<file path="src/rtl/mul_booth_seq.sv">
// Radix-4 Booth sequential multiplier for RV32M MUL/MULH/MULHSU/MULHU on one reused CSA row.
// Latency: resp_valid in the 19th cycle after the accept cycle (1st cycle if either operand is zero).
// Backpressure: result held in DONE until resp_ready; req_ready only while IDLE.

module mul_booth_csa_row #(
   parameter int W = 35
) (
   input  logic [W-1:0] x_i,
   input  logic [W-1:0] y_i,
   input  logic [W-1:0] z_i,
   output logic [W-1:0] sum_o,
   output logic [W-1:0] maj_o
);
   for (genvar k = 0; k < W; k++) begin : g_fa
      assign sum_o[k] = x_i[k] ^ y_i[k] ^ z_i[k];
      assign maj_o[k] = (x_i[k] & y_i[k]) | (x_i[k] & z_i[k]) | (y_i[k] & z_i[k]);
   end
endmodule

module mul_booth_seq #(
   parameter int XLEN  = 32,
   parameter int PPW   = XLEN + 3,
   parameter int NITER = (XLEN + 2) / 2
) (
   input  logic            clk,
   input  logic            rst_n,
   input  logic            req_valid,
   output logic            req_ready,
   input  logic [1:0]      req_op,
   input  logic [XLEN-1:0] req_a,
   input  logic [XLEN-1:0] req_b,
   input  logic            flush,
   output logic            resp_valid,
   input  logic            resp_ready,
   output logic [XLEN-1:0] resp_data,
   output logic            busy
);
   localparam int OPW = XLEN + 1;
   localparam int LOW = 2 * NITER;
   localparam int HIW = 2 * XLEN - LOW;
   localparam int CW  = $clog2(NITER);
   localparam logic [CW-1:0] LAST = CW'(NITER - 1);

   typedef enum logic [1:0] {
      S_IDLE,
      S_ITER,
      S_FINAL,
      S_DONE
   } state_t;

   state_t            state_q, state_d;
   logic [CW-1:0]     cnt_q, cnt_d;
   logic              hi_q, hi_d;
   logic [OPW-1:0]    mcand_q, mcand_d;
   logic [PPW-1:0]    mplr_q, mplr_d;
   logic [PPW-1:0]    sum_q, sum_d;
   logic [PPW-1:0]    cry_q, cry_d;
   logic              hold_q, hold_d;
   logic [LOW-1:0]    lo_q, lo_d;
   logic [XLEN-1:0]   resp_q, resp_d;

   // Operand extension to 33 bits: MULHU treats both unsigned, MULHSU only rs2.
   logic a_sgn, b_top;
   assign a_sgn = (req_op != 2'b11);
   assign b_top = !req_op[1] && req_b[XLEN-1];

   // Booth digit from the low triplet of the shifting multiplier {b, b[-1]=0}.
   logic [2:0]     trip;
   logic           pp_zero, pp_two, pp_neg;
   logic [PPW-1:0] a_ext, pp_mag, pp;
   assign trip    = mplr_q[2:0];
   assign pp_zero = (trip == 3'b000) || (trip == 3'b111);
   assign pp_two  = (trip == 3'b011) || (trip == 3'b100);
   assign pp_neg  = trip[2] && !pp_zero;
   assign a_ext   = {{(PPW-OPW){mcand_q[OPW-1]}}, mcand_q};
   assign pp_mag  = pp_zero ? '0 : (pp_two ? {a_ext[PPW-2:0], 1'b0} : a_ext);
   assign pp      = pp_neg ? ~pp_mag : pp_mag;

   logic [PPW-1:0] csa_sum, csa_maj, csa_cry;
   logic [2:0]     low_res;

   mul_booth_csa_row #(.W(PPW)) u_row (
      .x_i   (sum_q),
      .y_i   (cry_q),
      .z_i   (pp),
      .sum_o (csa_sum),
      .maj_o (csa_maj)
   );

   // cry_q is kept already weight-aligned; the vacated LSB carries the +1 of a negation.
   // Every row input fits in 34 signed bits, so dropping csa_maj's MSB loses nothing.
   assign csa_cry = {csa_maj[PPW-2:0], pp_neg};
   assign low_res = {1'b0, csa_sum[1:0]} + {1'b0, csa_cry[1:0]} + {2'b00, hold_q};

   logic [PPW-1:0]    fin;
   logic [2*XLEN-1:0] product;
   logic              unused_bits;
   assign fin         = sum_q + cry_q + {{(PPW-1){1'b0}}, hold_q};
   assign product     = {fin[HIW-1:0], lo_q};
   assign unused_bits = ^{fin[PPW-1:HIW], csa_maj[PPW-1]};

   always_comb begin
      state_d = state_q;
      cnt_d   = cnt_q;
      hi_d    = hi_q;
      mcand_d = mcand_q;
      mplr_d  = mplr_q;
      sum_d   = sum_q;
      cry_d   = cry_q;
      hold_d  = hold_q;
      lo_d    = lo_q;
      resp_d  = resp_q;
      unique case (state_q)
         S_IDLE: begin
            if (req_valid && !flush) begin
               hi_d    = (req_op != 2'b00);
               mcand_d = {a_sgn && req_a[XLEN-1], req_a};
               mplr_d  = {b_top, b_top, req_b, 1'b0};
               sum_d   = '0;
               cry_d   = '0;
               hold_d  = 1'b0;
               lo_d    = '0;
               cnt_d   = '0;
               if (req_a == '0 || req_b == '0) begin
                  state_d = S_DONE;
                  resp_d  = '0;
               end else begin
                  state_d = S_ITER;
               end
            end
         end
         S_ITER: begin
            sum_d   = {{2{csa_sum[PPW-1]}}, csa_sum[PPW-1:2]};
            cry_d   = {{2{csa_cry[PPW-1]}}, csa_cry[PPW-1:2]};
            hold_d  = low_res[2];
            lo_d    = {low_res[1:0], lo_q[LOW-1:2]};
            mplr_d  = {{2{mplr_q[PPW-1]}}, mplr_q[PPW-1:2]};
            cnt_d   = cnt_q + CW'(1);
            if (cnt_q == LAST) begin
               state_d = S_FINAL;
            end
         end
         S_FINAL: begin
            resp_d  = hi_q ? product[2*XLEN-1:XLEN] : product[XLEN-1:0];
            state_d = S_DONE;
         end
         S_DONE: begin
            if (resp_ready) begin
               state_d = S_IDLE;
            end
         end
         default: state_d = S_IDLE;
      endcase
      if (flush) begin
         state_d = S_IDLE;
      end
   end

   always_ff @(posedge clk) begin
      if (!rst_n) begin
         state_q <= S_IDLE;
      end else begin
         state_q <= state_d;
      end
   end

   always_ff @(posedge clk) begin
      if (!rst_n) begin
         cnt_q   <= '0;
         hi_q    <= 1'b0;
         mcand_q <= '0;
         mplr_q  <= '0;
         sum_q   <= '0;
         cry_q   <= '0;
         hold_q  <= 1'b0;
         lo_q    <= '0;
         resp_q  <= '0;
      end else begin
         cnt_q   <= cnt_d;
         hi_q    <= hi_d;
         mcand_q <= mcand_d;
         mplr_q  <= mplr_d;
         sum_q   <= sum_d;
         cry_q   <= cry_d;
         hold_q  <= hold_d;
         lo_q    <= lo_d;
         resp_q  <= resp_d;
      end
   end

   assign req_ready  = (state_q == S_IDLE);
   assign resp_valid = (state_q == S_DONE);
   assign busy       = (state_q != S_IDLE);
   assign resp_data  = resp_q;

endmodule

</file>
<file path="config.mk">
export PLATFORM = sky130hd
export DESIGN_NAME = mul_booth_seq
export DESIGN_NICKNAME = d
export VERILOG_FILES = /design/src/rtl/mul_booth_seq.sv
export SDC_FILE = /design/constraint.sdc
export NUM_CORES = 1
export LEC_CHECK = 0
export CAP_MARGIN = 20
export CORE_UTILIZATION = 40
export CTS_BUF_LIST = sky130_fd_sc_hd__clkbuf_8
export DETAILED_ROUTE_END_ITERATION = 8
export SYNTH_ARGS = -nofsm -noshare
export SYNTH_HDL_FRONTEND = slang
export SYNTH_SLANG_ARGS = --single-unit
</file>
<file path="constraint.sdc">
create_clock -name clk -period 2.65 [get_ports clk]
set_clock_uncertainty 0.2 [all_clocks]
set_input_delay 0.53 -clock clk [delete_from_list [all_inputs] [get_ports clk]]
set_output_delay 0.53 -clock clk [all_outputs]
set_load 0.005 [all_outputs]
</file>
==> results of run 1 <==
-- metrics by stage --
stage / setup slack (ns) / setup TNS (ns) / utilization [%] / total power, mW
finish: -0.172 / -0.946 / 54.7 / 7.32
global route: -0.287 / -2.75 / 54.7 / 7.66
CTS: -0.188 / -1.11 / 54.1 / 7.40
detailed placement: -0.842 / -21.75 / 50.6 / 4.22
global placement: -0.859 / -22.09 / 50.6 / 4.21
floorplan: -0.114 / -0.200 / - / 3.79
-- layer usage --
layer / up-vias / wire, um / global-route usage [%]
li1: 5296 / - / -
met1: 4776 / 15300 / 30.6
met2: 219 / 12500 / 31.8
met3: 44 / 1260 / 3.51
met4: 0 / 533 / 5.52
met5: - / 0 / 0
-- flip-flops by register name, summed over array words and instances (netlist names) --
signal and cells:
cry_q 33, cnt_q 5, resp_data 32, hi_q 1, sum_q 32, mcand_q 33, mplr_q 35, lo_q 34
state_q 2, hold_q 1
-- kinds of logic (layout without fill, tap and decap cells) --
group / after synthesis / after routing
AOI/OAI and AO/OA: 345 / 345
xor gates and xnor gates: 62 / 62
adders and majority gates: 74 / 74
buffers and inverters: 173 / 447
DFF: 208 / 208
muxes: 49 / 49
and+or+nand+nor: 491 / 491
-- tightest hold or removal path: stages --
cell                             delay, ns
sky130_fd_sc_hd__dlymetal6s2s_1       0.16
sky130_fd_sc_hd__buf_4                0.14
sky130_fd_sc_hd__nand2_1              0.05
sky130_fd_sc_hd__a21oi_1              0.05
-- final cells by class --
class	instances	area, sq um
Fill cell	2582	12600
Multi-Input combinational cell	1021	6850
Sequential cell	208	4180
Timing Repair Buffer	297	2620
Clock buffer	50	688
Tap cell	378	473
Inverter	81	307
Clock inverter	19	110
-- report_power, final --
group          internal [mW]  switching, mW  total (mW)
clock                   1.79           1.36        3.15
sequential              3.20         0.0637        3.27
combinational          0.436          0.464       0.900
-- layout by cell type, fill, tap and decap left out, types with 7 or more instances in the layout --
cell and instances:
sky130_fd_sc_hd__clkbuf_8 50, sky130_fd_sc_hd__a22oi_1 46, sky130_fd_sc_hd__o21ai_1 15, sky130_fd_sc_hd__nor4_1 14, sky130_fd_sc_hd__fa_1 35, sky130_fd_sc_hd__o21ai_0 10
sky130_fd_sc_hd__a21o_1 8, sky130_fd_sc_hd__dfxtp_1 200, sky130_fd_sc_hd__a21oi_1 138, sky130_fd_sc_hd__mux2i_1 48, sky130_fd_sc_hd__xor2_1 13, sky130_fd_sc_hd__inv_1 88
sky130_fd_sc_hd__ha_1 30, sky130_fd_sc_hd__nor3b_1 7, sky130_fd_sc_hd__a211oi_1 66, sky130_fd_sc_hd__nand2_1 94, sky130_fd_sc_hd__clkdlybuf4s50_1 102, sky130_fd_sc_hd__buf_4 180
sky130_fd_sc_hd__dfxtp_2 7, sky130_fd_sc_hd__buf_12 8, sky130_fd_sc_hd__nor3_1 7, sky130_fd_sc_hd__nand3_1 10, sky130_fd_sc_hd__nor2_1 314, sky130_fd_sc_hd__nand4_1 10
sky130_fd_sc_hd__xnor2_1 43
-- what timing repair did --
item,4_1_cts,5_1_grt
buffers inserted,4,1
pin swaps,26,12
setup endpoints to repair,35,48
resized for setup,31,35
hold endpoints to repair,0,0
-- worst paths after layout --
path	cells after the start	start	to	slack, ns
worst min register to register	2	resp_data[15]	resp_data[15]	0.27
worst min-delay path	4	req_a[16]	mcand_q[16]	0.24
worst max-delay path	11	hold_q	resp_data[30]	-0.17
worst max register to register	11	hold_q	resp_data[30]	-0.17
==> qor_table.md, run 1 <==
| Group | Item | Value |
|---|---|---|
| status | Status | complete, but fails checks |
| status | Failing checks | setup timing |
| cts | Clk root buf | sky130_fd_sc_hd__clkbuf_8 |
| synth | Xor and xnor area share after synthesis | 4.78% |
| place | HPWL after detailed placement | 21400 um |
| routing | Routed length per placed instance | 14.4 um |
| timing | RSZ-0062 raised after global routing | yes |
| timing | Headroom to the max-slew limit | 54.0% |
| cells and area | Ratio of cells with drive above 1 in the final layout | 19.4% |
| setup path | Crit start category | register |
| routing | Post-detailed-route DRC marker count | 0 |
| cts | Clock latency on the worst-skew pair | 0.54 ns |
| setup path | Type of the worst setup path | reg2reg |
| global route | Global-route wire length before repair | 49000 um |
| pwr | Max VDD drop | 0.319 mV |
| timing | Final setup fails | 10 |
| place | Standard cell area after detailed placement | 14100 sq um |
| synth | Area share of the leading cell type in the synthesized netlist | 36.7% |
| place | Routability cong. | 0.845 |
| cts | CTS H-Tree Depth | 2 |
| setup path | Maximum cell stage delay along the critical path | 0.41 ns |
| job | Number of max-cap violations | 0 |
| place | Number of I/O port buffers | 105 |
| synth | Seq/Total Area, Yosys | 36.7% |
| floorplan | Core area | 27900 sq um |
| hold path | Worst hold-check path type | in2reg |
| floorplan | Overall die width | 170 um |
| synth | Post-Syn Nets | 1547 |
| routing | Number of vias in the routed layout | 10300 |
| synth | Avg Synthesized Cell Area | 8.10 sq um |
| setup path | Cell type with the highest occurrence count on the critical path | sky130_fd_sc_hd__fa_2 |
| cts | CTS tree | built |
| timing | Period utilization | 107% |
| setup path | Signal arrival time at the worst endpoint | 3.04 ns |
| timing | Clock period minus worst slack | 2.82 ns |
| routing | Number of nets with antenna violations after detailed routing | 0 |
| cells and area | Final layout net count | 1794 |
| setup path | Data required time of the worst path | 2.87 ns |
| pwr | Power per unit of standard cell area | 480 nW/um^2 |
| synth | Synth area leader | sky130_fd_sc_hd__dfxtp_1 |
| global route | Number of global-route vias before repair | 9647 |
| routing | First drt pass iteration count | 6 |
| cells and area | Final Instance Count excl. Fillers | 2054 |
| synth | Most frequent cells after synthesis | sky130_fd_sc_hd__nor2_1 (317), sky130_fd_sc_hd__dfxtp_1 (208), sky130_fd_sc_hd__a21oi_1 (145), sky130_fd_sc_hd__nand2_1 (96), sky130_fd_sc_hd__inv_1 (79) |
| global route | Antenna violations before repair | 0 |
| routing | Post-detailed-routing wire length | 29600 um |
| cts | Clock Sink Count | 208 |
| routing | Detailed router's first-iteration violation count | 569 |
| cts | Clock buffer depth | 3 |
| timing | Tightest hold margin | 0.244 ns |
| synth | Share of synthesized area spent on multiplexers | 4.32% |
| setup path | Worst-path fanout max | 4 |
| synth | Mapped Area | 11300 sq um |
| routing | Avg Vias per Cell | 5.03 |
| setup path | Element type at the critical path end | register |
| floorplan | Height of the chip | 170 um |
| floorplan | Number of primary I/O pins | 106 |
| synth | Dominant combinational cell family by area after synthesis | compound AO/OA/AOI/OAI gates |
| synth | Post-Synth Adder-Cell Area | 10.7% |
| cts | Post-CTS clock slew at the launch and capture registers of the worst setup and hold paths | 0.06 ns |
| synth | Fraction of the mapped netlist area in simple logic gates | 18.2% |
| synth | Most area-consuming cells after synthesis | sky130_fd_sc_hd__dfxtp_1 (37%), sky130_fd_sc_hd__nor2_1 (10%), sky130_fd_sc_hd__fa_1 (6.7%) |
| synth | Number of flops mapped to enable cells by yosys | 0 |
| synth | Share of synthesized flip-flops with an asynchronous set or reset | 0% |
| cells and area | Antenna Cells | 0 |
| setup path | Ordered cell list for the critical path | fa_2, fa_2, a21o_1, a311oi_2, o31ai_4, nand2_2, a21oi_4, a211oi_2, xor2_1, buf_4, o21ai_1 |
| cells and area | Post-synthesis to final-layout area growth | 34.2% |
| timing | Max-slew violation total from the final report | 0 |
| timing | Achievable frequency | 354 MHz |
| synth | Distinct cells, synth | 65 |
| global route | Global route overflow | 0 |
| timing | Setup slack after layout | -0.172 ns |
| timing | Actual slew at the worst max-slew pin | 0.689 ns |
| setup path | Number of buffer and inverter stages on the critical path | 1 |
| floorplan | Total Die Area | 29100 sq um |
| cts | Hold buffers post-CTS | 0 |
| synth | Most frequently used flop master after synthesis | sky130_fd_sc_hd__dfxtp_1 |
| setup path | Slowest stage cell, crit path | sky130_fd_sc_hd__fa_2 |
| floorplan | Effective utilization at floorplan | 40.7% |
| pwr | Leakage Power | 5.57 nW |
| timing | Final count of hold timing violations | 0 |
| global route | Tot GR Track Use | 21.0% |
| floorplan | Standard-cell row count | 61 |
| setup path | Family of cells with the greatest summed delay on the critical path | compound AO/OA/AOI/OAI gates |
| synth | Synth Warn # | 0 |
| cells and area | Layout Cell Area excl Fill | 15200 sq um |
| synth | Synthesized netlist cell count | 1402 |
| synth | Share of the synthesized area in compound gates (AO/OA/AOI/OAI) | 19.1% |
| synth | Most instantiated library cell after synthesis | sky130_fd_sc_hd__nor2_1 |
| synth | Flip-flop and latch count after synthesis | 208 |
| global route | Largest net degree at the start of global routing | 99 |
| place | Instance count after placement with tap cells included | 1982 |
| cts | Number of buffers inserted during clock tree synthesis | 40 |
Power figures use the tool's default switching activity.
==> run 2, diff against run 1 <==
clock period = 2.8 ns   (was 2.65 ns; I/O delays follow)
==> run 2 against run 1 <==
Net effect:
- the run now ends clean
- power fell by 5.6%
- flip-flop and latch count did not move
- via count fell by 0.59%
- utilization fell by 1.5 points
- final area fell by 2.7%
- largest cell class unchanged
==> qor_table.md, run 2 (synthesis gave the netlist of run 1 again) <==
| Group | Item | Value | vs previous |
|---|---|---|---|
| pwr | Max VDD drop | 0.408 mV | was 0.319 mV |
| cells and area | Top Registers | mplr_q (35), lo_q (34) | unchanged |
| hold path | Worst hold-check path type | reg2reg | was in2reg |
| setup path | Family of cells with the greatest summed delay on the critical path | compound AO/OA/AOI/OAI gates | unchanged |
| cells and area | Most frequent standard cell in the layout excluding fill and tap cells | sky130_fd_sc_hd__nor2_1 | unchanged |
| cells and area | Ratio of cells with drive above 1 in the final layout | 16.4% | was 19.4% |
| setup path | Data required time of the worst path | 3.08 ns | was 2.87 ns |
| setup path | Signal arrival time at the worst endpoint | 3.07 ns | was 3.04 ns |
| floorplan | Overall die width | 170 um | unchanged |
| timing | Actual slew at the worst max-slew pin | 0.752 ns | was 0.689 ns |
| setup path | Slowest stage cell, crit path | sky130_fd_sc_hd__or4_1 | was sky130_fd_sc_hd__fa_2 |
| floorplan | Height of the chip | 170 um | unchanged |
| setup path | Launch point of the worst path | cry_q[0] | was hold_q |
| timing | Period utilization | 99.9% | was 107% |
| place | Number of I/O port buffers | 105 | unchanged |
| setup path | Element type at the critical path end | register | unchanged |
| cells and area | Count of fill cells added during filler insertion | 2625 | was 2582 |
| timing | Achievable frequency | 358 MHz | was 354 MHz |
| routing | First drt pass iteration count | 5 | was 6 |
| routing | Avg Vias per Cell | 5.10 | was 5.03 |
| routing | Number of nets with antenna violations after detailed routing | 0 | unchanged |
| global route | Global-route wire length before repair | 49400 um | was 49000 um |
| place | Routability cong. | 0.809 | was 0.845 |
| global route | Largest net degree at the start of global routing | 90 | was 99 |
| cells and area | Commonest cells after routing, fill and taps aside | sky130_fd_sc_hd__nor2_1 (315), sky130_fd_sc_hd__dfxtp_1 (202), sky130_fd_sc_hd__buf_4 (144) | was sky130_fd_sc_hd__nor2_1 (314), sky130_fd_sc_hd__dfxtp_1 (200), sky130_fd_sc_hd__buf_4 (180) |
| floorplan | Core area | 27900 sq um | unchanged |
| cts | Clock latency on the worst-skew pair | 0.53 ns | was 0.54 ns |
| setup path | Cell type with the highest occurrence count on the critical path | sky130_fd_sc_hd__fa_2 | unchanged |
| floorplan | Effective utilization at floorplan | 40.7% | unchanged |
| floorplan | Number of primary I/O pins | 106 | unchanged |
| cts | Clk root buf | sky130_fd_sc_hd__clkbuf_8 | unchanged |
| floorplan | Total Die Area | 29100 sq um | unchanged |
| cells and area | Largest register FFs | 35 | unchanged |
| cells and area | Post-synthesis to final-layout area growth | 30.5% | was 34.2% |
| setup path | Worst-path fanout max | 4 | unchanged |
| floorplan | Standard-cell row count | 61 | unchanged |
| timing | Headroom to the max-slew limit | 49.8% | was 54.0% |
| global route | Number of global-route vias before repair | 9776 | was 9647 |
| cts | CTS H-Tree Depth | 2 | unchanged |
| global route | Global route overflow | 0 | unchanged |
| timing | Clock period minus worst slack | 2.80 ns | was 2.82 ns |
| cts | Post-CTS clock slew at the launch and capture registers of the worst setup and hold paths | 0.06 ns | about the same |
| timing | Max-slew violation total from the final report | 0 | unchanged |
| timing | Total negative slack for setup checks | 0 ns | was -0.946 ns |
| status | Status | finished clean | was complete, but fails checks |
| global route | Tot GR Track Use | 21.1% | was 21.0% |
| routing | Detailed router's first-iteration violation count | 667 | was 569 |
| setup path | Ordered cell list for the critical path | fa_2, fa_2, a21o_1, a311oi_4, o31ai_4, nand4_1, a21oi_2, a41oi_1, or4_1, nand3_1 | was fa_2, fa_2, a21o_1, a311oi_2, o31ai_4, nand2_2, a21oi_4, a211oi_2, xor2_1, buf_4, o21ai_1 |
| pwr | Power per unit of standard cell area | 466 nW/um^2 | was 480 nW/um^2 |
| cells and area | Final layout net count | 1753 | was 1794 |
| job | Number of max-cap violations | 0 | unchanged |
| cts | CTS tree | built | unchanged |
| place | HPWL after detailed placement | 21400 um | about the same |
| setup path | Type of the worst setup path | reg2reg | unchanged |
| cells and area | Largest reg by FF count | mplr_q | unchanged |
| setup path | Maximum cell stage delay along the critical path | 0.42 ns | was 0.41 ns |
| timing | Final setup fails | 0 | was 10 |
| routing | Post-detailed-routing wire length | 29700 um | was 29600 um |
| cts | Number of buffers inserted during clock tree synthesis | 38 | was 40 |
| hold path | Hold path start | resp_data[19] | was req_a[16] |
| global route | Antenna violations before repair | 0 | unchanged |
| routing | Routed length per placed instance | 14.7 um | was 14.4 um |
| routing | Post-detailed-route DRC marker count | 0 | unchanged |
| setup path | Launch instance of the worst register-to-register path | cry_q[0] | was hold_q |
| routing | Number of vias in the routed layout | 10300 | about the same |
| cts | Clock buffer depth | 3 | unchanged |
| setup path | Crit start category | register | unchanged |
| timing | RSZ-0062 raised after global routing | yes | unchanged |
| cells and area | Antenna Cells | 0 | unchanged |
| cells and area | Final Instance Count excl. Fillers | 2014 | was 2054 |
| cts | Clock Sink Count | 208 | unchanged |
| place | Instance count after placement with tap cells included | 1943 | was 1982 |
| pwr | Leakage Power | 5.37 nW | was 5.57 nW |
| timing | Final count of hold timing violations | 0 | unchanged |
| setup path | Number of buffer and inverter stages on the critical path | 0 | was 1 |
-- run 2: cell types whose count changed in the layout (fill, tap and decap cells not counted), moves of 2 or more --
cell                              before  now
sky130_fd_sc_hd__buf_4               180  144
sky130_fd_sc_hd__inv_1                88   86
sky130_fd_sc_hd__nor4_2                2    0
sky130_fd_sc_hd__dlymetal6s2s_1        3    1
sky130_fd_sc_hd__o21ai_0              10    8
sky130_fd_sc_hd__clkinv_2              4    7
sky130_fd_sc_hd__nor4_1               14   16
sky130_fd_sc_hd__ha_1                 30   32
sky130_fd_sc_hd__dfxtp_1             200  202
sky130_fd_sc_hd__clkdlybuf4s50_1     102  104
sky130_fd_sc_hd__buf_6                 3    1
sky130_fd_sc_hd__ha_4                  5    3
sky130_fd_sc_hd__o21ai_1              15   18
-- run 2: where the power goes --
group | total [mW] | switching (mW) | leakage, nW | internal (mW)
Sequential | 3.09 | 0.0610 | 1.69 | 3.03
Combinational | 0.837 | 0.436 | 3.23 | 0.401
Clock | 2.98 | 1.29 | 0.449 | 1.69
-- run 2: final cells by class --
class	count	area (sq um)	area share, %
multi-input combinational	1021	6760	45.7
sequential	208	4170	28.2
inverter	81	307	2.07
clock buffer	50	688	4.65
timing repair buffer	258	2310	15.6
clock inverter	18	106	0.718
tap	378	473	3.19
-- run 2: repair_timing --
| item | 4_1_cts | 5_1_grt |
|---|---|---|
| endpoints found under the setup margin | 18 | 28 |
| resized for setup | 18 | 30 |
| hold buffers | 0 | 0 |
| buffers inserted | 3 | 0 |
| pin swaps | 10 | 16 |
-- run 2: per-layer routing --
layer  up-vias  wire length, um  share of wire (%)  global-route usage [%]
li1       5205                -                  -                       -
met1      4787            15100                 51                    30.6
met2       235            12700                 43                    32.1
met3        47             1340                4.5                    2.86
met4         0              622                2.1                    6.46
met5         -                0                  0                       0
-- run 2: final timing paths --
kind / end / slack [ns] / cells after the start
max: resp_data[24] / 0.004 / 10
min: resp_data[19] / 0.27 / 2
max reg2reg: resp_data[24] / 0.004 / 10
min reg2reg: resp_data[19] / 0.27 / 2
-- run 2: worst min-delay path, stage by stage, from the launching register on --
cell                      delay, ns
sky130_fd_sc_hd__dfxtp_1       0.32
sky130_fd_sc_hd__nand2_1       0.06
sky130_fd_sc_hd__o21ai_1       0.05
-- run 2: per-stage QoR --
stage	cell area [sq um]	util [%]	hold slack, ns	total power, mW	worst slack [ns]
5_1_grt	14800	53.2	0.273	7.22	-0.150
4_1_cts	14700	52.7	0.273	6.98	-0.0426
3_5_place_dp	13800	49.4	0.265	3.98	-0.699
6_report	14800	53.2	0.272	6.91	0.00420
3_3_place_gp	13800	49.4	0.255	3.97	-0.710
2_1_floorplan	11400	-	0.245	3.59	0.00810
==> run 3, diff against run 2 <==
GPL_ROUTABILITY_DRIVEN = 0   (was default)
SLEW_MARGIN = 20   (was default)
==> results of run 3 <==
The final DEF is identical to that of run 2; final timing and power are the same.
